`config.mk`:
```
export PLATFORM = sky130hd
export DESIGN_NAME = ball_score_unit
export DESIGN_NICKNAME = d
export VERILOG_FILES = /design/src/rtl/ball_score_unit.sv
export SDC_FILE = /design/constraint.sdc
export NUM_CORES = 1
export LEC_CHECK = 0
export BUFFER_PORTS_ARGS = -buffer_cell sky130_fd_sc_hd__buf_4
export CAP_MARGIN = 10
export CORE_MARGIN = 2
export CORE_UTILIZATION = 60
export DETAILED_ROUTE_END_ITERATION = 7
export GPL_TIMING_DRIVEN = 0
export PLACE_DENSITY = 0.82
export SLEW_MARGIN = 10
export SYNTH_ARGS = -nofsm -noshare
export SYNTH_HDL_FRONTEND = slang
export SYNTH_SLANG_ARGS = --single-unit
```
`constraint.sdc`:
```
create_clock -name clk -period 5.95 [get_ports clk]
set_clock_uncertainty 0.2 [all_clocks]
set_input_delay 1.19 -clock clk [delete_from_list [all_inputs] [get_ports clk]]
set_output_delay 1.19 -clock clk [all_outputs]
set_load 0.02 [all_outputs]
```
`src/rtl/ball_score_unit.sv`:
```
// Ball motion, paddle/wall collision and goal scoring for the game controller.
// Advances the ball only in PLAY, once every TICK_DIV clock cycles.
module ball_score_unit #(
    parameter int SCREEN_W     = 640,
    parameter int SCREEN_H     = 480,
    parameter int BALL_SIZE    = 8,
    parameter int PADDLE_W     = 8,
    parameter int PADDLE_H     = 64,
    parameter int PADDLE_X_ESQ = 16,
    parameter int PADDLE_X_DIR = 616,
    parameter int STEP         = 2,
    parameter int TICK_DIV     = 100000,
    parameter int WIN          = 5
) (
    input  logic       clk,
    input  logic       sim_rst,
    input  logic [1:0] game_state,
    input  logic [9:0] paddle_esq_y,
    input  logic [9:0] paddle_dir_y,
    output logic [9:0] ball_x,
    output logic [9:0] ball_y,
    output logic       col_esquerda,
    output logic       col_direita,
    output logic [3:0] score_esquerda,
    output logic [3:0] score_direita
);

    typedef enum logic [1:0] {
        NEW_GAME = 2'b00,
        READY    = 2'b01,
        PLAY     = 2'b10,
        END_GAME = 2'b11
    } state_t;

    localparam int PW = (TICK_DIV > 1) ? $clog2(TICK_DIV) : 1;

    localparam logic [9:0] X_CENTER = 10'((SCREEN_W - BALL_SIZE) / 2);
    localparam logic [9:0] Y_CENTER = 10'((SCREEN_H - BALL_SIZE) / 2);
    localparam logic [9:0] X_MAX    = 10'(SCREEN_W - BALL_SIZE);
    localparam logic [9:0] Y_MAX    = 10'(SCREEN_H - BALL_SIZE);
    localparam logic [9:0] FACE_L   = 10'(PADDLE_X_ESQ + PADDLE_W);
    localparam logic [9:0] FACE_R   = 10'(PADDLE_X_DIR - BALL_SIZE);

    // Signed copies so that stepping past an edge yields a comparable value, never a wrap.
    localparam logic signed [11:0] STEP_S   = 12'(STEP);
    localparam logic signed [11:0] BALL_S   = 12'(BALL_SIZE);
    localparam logic signed [11:0] PADH_S   = 12'(PADDLE_H);
    localparam logic signed [11:0] X_MAX_S  = 12'(SCREEN_W - BALL_SIZE);
    localparam logic signed [11:0] Y_MAX_S  = 12'(SCREEN_H - BALL_SIZE);
    localparam logic signed [11:0] FACE_L_S = 12'(PADDLE_X_ESQ + PADDLE_W);
    localparam logic signed [11:0] FACE_R_S = 12'(PADDLE_X_DIR - BALL_SIZE);

    function automatic logic [3:0] sat_inc(input logic [3:0] s);
        return (s >= 4'(WIN)) ? 4'(WIN) : s + 4'd1;
    endfunction

    function automatic logic signed [11:0] to_s(input logic [9:0] v);
        return signed'({2'b00, v});
    endfunction

    logic          dx_pos, dy_pos;
    logic          goal_latch;
    logic [PW-1:0] presc;
    logic          tick;

    logic signed [11:0] x_s, y_s, pe_s, pd_s, nx, ny;
    logic               ovl_esq, ovl_dir;
    logic [9:0]         x_next, y_next;
    logic               dx_next, dy_next;
    logic               goal_esq, goal_dir;

    assign tick = (presc == PW'(TICK_DIV - 1));

    always_comb begin
        x_s  = to_s(ball_x);
        y_s  = to_s(ball_y);
        pe_s = to_s(paddle_esq_y);
        pd_s = to_s(paddle_dir_y);

        ny      = dy_pos ? (y_s + STEP_S) : (y_s - STEP_S);
        y_next  = ny[9:0];
        dy_next = dy_pos;
        if (ny <= 12'sd0) begin
            y_next  = '0;
            dy_next = 1'b1;
        end else if (ny >= Y_MAX_S) begin
            y_next  = Y_MAX;
            dy_next = 1'b0;
        end

        // Overlap uses the pre-move y, so a paddle hit is judged where the ball was.
        ovl_esq = (y_s < pe_s + PADH_S) && (y_s + BALL_S > pe_s);
        ovl_dir = (y_s < pd_s + PADH_S) && (y_s + BALL_S > pd_s);

        goal_esq = 1'b0;
        goal_dir = 1'b0;
        dx_next  = dx_pos;
        if (!dx_pos) begin
            nx     = x_s - STEP_S;
            x_next = nx[9:0];
            if (nx <= FACE_L_S && x_s >= FACE_L_S && ovl_esq) begin
                x_next  = FACE_L;
                dx_next = 1'b1;
            end else if (nx <= 12'sd0) begin
                x_next   = '0;
                goal_esq = 1'b1;
                dx_next  = 1'b1;
            end
        end else begin
            nx     = x_s + STEP_S;
            x_next = nx[9:0];
            if (nx >= FACE_R_S && x_s <= FACE_R_S && ovl_dir) begin
                x_next  = FACE_R;
                dx_next = 1'b0;
            end else if (nx >= X_MAX_S) begin
                x_next   = X_MAX;
                goal_dir = 1'b1;
                dx_next  = 1'b0;
            end
        end
    end

    always_ff @(posedge clk) begin
        if (sim_rst) begin
            ball_x         <= X_CENTER;
            ball_y         <= Y_CENTER;
            dx_pos         <= 1'b1;
            dy_pos         <= 1'b1;
            col_esquerda   <= 1'b0;
            col_direita    <= 1'b0;
            score_esquerda <= '0;
            score_direita  <= '0;
            presc          <= '0;
            goal_latch     <= 1'b0;
        end else begin
            col_esquerda <= 1'b0;
            col_direita  <= 1'b0;
            case (state_t'(game_state))
                NEW_GAME: begin
                    ball_x         <= X_CENTER;
                    ball_y         <= Y_CENTER;
                    dx_pos         <= 1'b1;
                    dy_pos         <= 1'b1;
                    score_esquerda <= '0;
                    score_direita  <= '0;
                    presc          <= '0;
                    goal_latch     <= 1'b0;
                end
                READY: begin
                    ball_x     <= X_CENTER;
                    ball_y     <= Y_CENTER;
                    presc      <= '0;
                    goal_latch <= 1'b0;
                end
                PLAY: begin
                    presc <= tick ? '0 : presc + 1'b1;
                    // After a goal the ball stays put until the FSM leaves PLAY.
                    if (tick && !goal_latch) begin
                        ball_x       <= x_next;
                        ball_y       <= y_next;
                        dx_pos       <= dx_next;
                        dy_pos       <= dy_next;
                        col_esquerda <= goal_esq;
                        col_direita  <= goal_dir;
                        goal_latch   <= goal_esq | goal_dir;
                        if (goal_esq) score_direita  <= sat_inc(score_direita);
                        if (goal_dir) score_esquerda <= sat_inc(score_esquerda);
                    end
                end
                default: begin
                    presc <= '0;
                end
            endcase
        end
    end

endmodule
```
==> results by group <==
Placed design
  – Placed insts: 700
  – Pre-CTS setup slack: roughly 1600 ps
  – GP Congestion: ~0.90
  – IO Port Bufs: 50
  – Final HPWL DP: roughly 8.6 mm

Critical path
  – CP Capture Type: flop
  – Critical-path maximum fanout: 10
  – Critical Path RT: about 6000 ps
  – Worst reg2reg path depth: 13
  – Flop2flop setup slack: about 1700 ps
  – Worst setup SP type: flop
  – Crit path arrival time: ~4300 ps
  – R2R Path End: score_esquerda[3]
  – CP Class: flop to flop
  – Reg2reg start: ball_y[6]

Cells and area
  – Number of diodes: 0
  – Layout area overhead: 14.03%
  – NumNets Final: about 690
  – Share of cells above drive strength 1: 12.42%
  – # fillers: between 600 and 700
  – Fin util: 71.47%
  – Finished Layout Cells: between 700 and 800

Drt
  – Drt first pass iters: 5
  – Starting DRC count in detailed routing: 421
  – DRT antenna net count: 0
  – Post-Route WL: approximately 11 mm
  – DR vias: 4367
  – Drc violations: 0
  – Via/cell ratio: approximately 6
  – Routed len/inst: roughly 16 um

Power and ir drop
  – Leakage dissipation: between 2 and 2.5 nW
  – Worst VDD drop: 154.7 uV
  – Power per cell area: 123.9 nW/um2

Yosys
  – Synth Area in Simple Gates: between 20% and 30%
  – Synth Area in Compound Gates: a little over a fifth
  – Synth unique cells: 73
  – Mux cell area share after synthesis: 0.4676%
  – Synth warn: 0
  – Adder-Cell Fraction of Synth Area: between 10 and 15%
  – Post-synth top area cell: dfxtp_1
  – Cells after synthesis: roughly 550
  – EDFF count, synth: 0
  – Post-Syn Area per Cell: 7.743 um2
  – Share of Yosys cell area claimed by the top area cell type: between 20% and 30%
  – Area of the mapped netlist: ~4300 um2
  – Register bit count reported by yosys: between 40 and 50
  – Synth Area in XOR/XNOR: 7.569%
  – Largest family of logic cells by synthesized area: simple AND/OR/NAND/NOR gates
  – Ys async rst share: 0%
  – Ranking of synthesized cells by area: dfxtp_1 (22%), ha_1 (15%), nor2_1 (4.2%)
  – Top FF cell, synth: dfxtp_1
  – Seq/Total Area, Yosys: about 22%

Timing
  – Final critical-path share of the clock period: between 70 and 80%
  – Relative slew slack: roughly 41%
  – Final setup viols: 0
  – Final hold violation count: 0
  – Crit path time final: 4218 ps
  – Worst-margin pin slew: ~890 ps
  – Setup tns final: 0 ps
  – F_max: approximately 240 MHz
  – Post-route setup slack: 1732 ps
  – RSZ-0062 raised after global routing: false
  – Slew Viols, Final: 0

Floorplan
  – Die footprint: 7828 um2
  – Die width: 88.48 um
  – Std-Cell Rows: 30
  – Die Y: 88.48 um
  – Area of the core: 6832 um2
  – Initial Util: 62.67%
  – I/O pin total: 54

Hold path
  – Hold Crit Depth: 1
  – Worst Hold End: presc[0]
  – Hold/Removal Path Class: flop to flop
  – HP Start: presc[0]

Clock tree
  – Clock Pin Slew Worst Setup and Hold Paths: 100 ps
  – Clk Latency, worst-skew pair: about 300 ps
  – Clock tree root driver cell: clkbuf_8
  – Clock tree sinks: between 40 and 50
  – CTS tree: yes
  – Clk buf depth: 2
  – TritonCTS Buffers: 5
  – H-tree lvl count: 2
  – Post-CTS Resized: 0
  – Total setup buffers inserted after CTS: 0
  – Cts hold-fix bufs: 0

Global routing
  – Total GRT Usage: between 20% and 30%
  – Initial antenna violation count: 0
  – GRT Residual Overflow: 0
  – Global-route wire length before repair: 18.58 mm
  – Pin count of the biggest net entering global routing: 17
  – Number of global-route vias before repair: between 4k and 5k

Job
  – Max cap viols: 0

Status
  – Status: finished clean
## worst max path at each step
stage,from,endpoint,depth (start not counted),slack [ps]
global placement,paddle_dir_y[6],goal_latch,12,1620
floorplan,paddle_dir_y[6],goal_latch,11,2190
CTS,ball_y[6],score_esquerda[3],13,1780
finish,ball_y[6],score_esquerda[3],13,1730
global route,ball_y[6],score_esquerda[3],13,1490
detailed placement,paddle_dir_y[6],goal_latch,12,1560
## cell usage after synthesis, types with 14 or more instances
cell	n
nor2_1	48
inv_1	40
xor2_1	17
xnor2_1	20
o21ai_0	26
nand2_1	35
nand4_1	14
ha_1	50
a21oi_1	28
nand3_1	30
dfxtp_1	48
clkbuf_1	23
## sequential cells by signal, indices dropped and copies added (netlist names), 4 cells and up
name,count
presc,17
ball_x,9
ball_y,9
score_direita,4
score_esquerda,4
## critical path, cell delays in order, from the launching register on
cell and delay, ps:
dfxtp_1 460, clkbuf_1 410, nand3_1 190, nor2_1 170
xor2_1 250, ha_1 310, a21oi_1 200, nand2_1 70
a2111oi_0 370, o31a_1 240, o21ai_0 190, clkbuf_1 330
o32ai_1 490, mux2i_1 270
## stage by stage
stage	total power (W)	hold slack, ps	instance area, um2
floorplan	0.0003711	217.6	4285
global placement	0.0003924	233.0	4781
detailed placement	0.0003956	237.3	4781
CTS	0.0006088	254.0	4881
global route	0.0006293	295.3	4882
finish	0.0006048	248.9	4882
## power by group
part | switching (W) | internal (W) | total, W
sequential | 0.000000235 | 0.000321 | 0.000322
combinational | 0.0000352 | 0.0000321 | 0.0000673
clock | 0.000118 | 0.0000976 | 0.000216
## per-layer routing
layer	track usage, %	up-vias	share of wire, %
met2	50.72	200	47
met1	38.09	2023	44
met4	8.127	0	1.8
met5	0	-	0
met3	4.944	24	7.0
li1	-	2120	-
## cell usage in the layout (no fill, tap or decap), drive strengths merged, types with 5 or more instances in the layout
cell type / n
ha: 50
or4: 5
buf: 54
xnor2: 20
a22o: 5
nand2b: 10
xor2: 17
nand3: 30
o21a: 5
a21oi: 28
o211ai: 6
nor3b: 5
nand2: 35
nor2b: 8
o21ai: 27
or3: 8
a211oi: 5
inv: 42
a21o: 9
nand4: 14
nor4: 9
clkbuf: 30
nor2: 49
nor3: 10
and3: 10
dfxtp: 48
## final cells by class
cell class | count | area [um2] | share of cell area (%)
buffer | 28 | 122.6 | 2.512
clock buffer | 6 | 82.58 | 1.691
clock inverter | 2 | 17.52 | 0.3588
inverter | 40 | 150.1 | 3.075
multi-input combinational | 438 | 3053 | 62.53
sequential | 48 | 960.9 | 19.68
tap | 96 | 120.1 | 2.460
timing repair buffer | 50 | 375.4 | 7.688
## cell families (layout without fill, tap and decap cells)
family	Yosys count	after routing
simple gates	214	214
compound gates	133	133
buf+inv	68	126
fa+ha+maj	50	50
flops	48	48
xor+xnor	37	37
mux	2	2
other cells	1	2
Note: power is estimated with default switching activity, not from simulation.
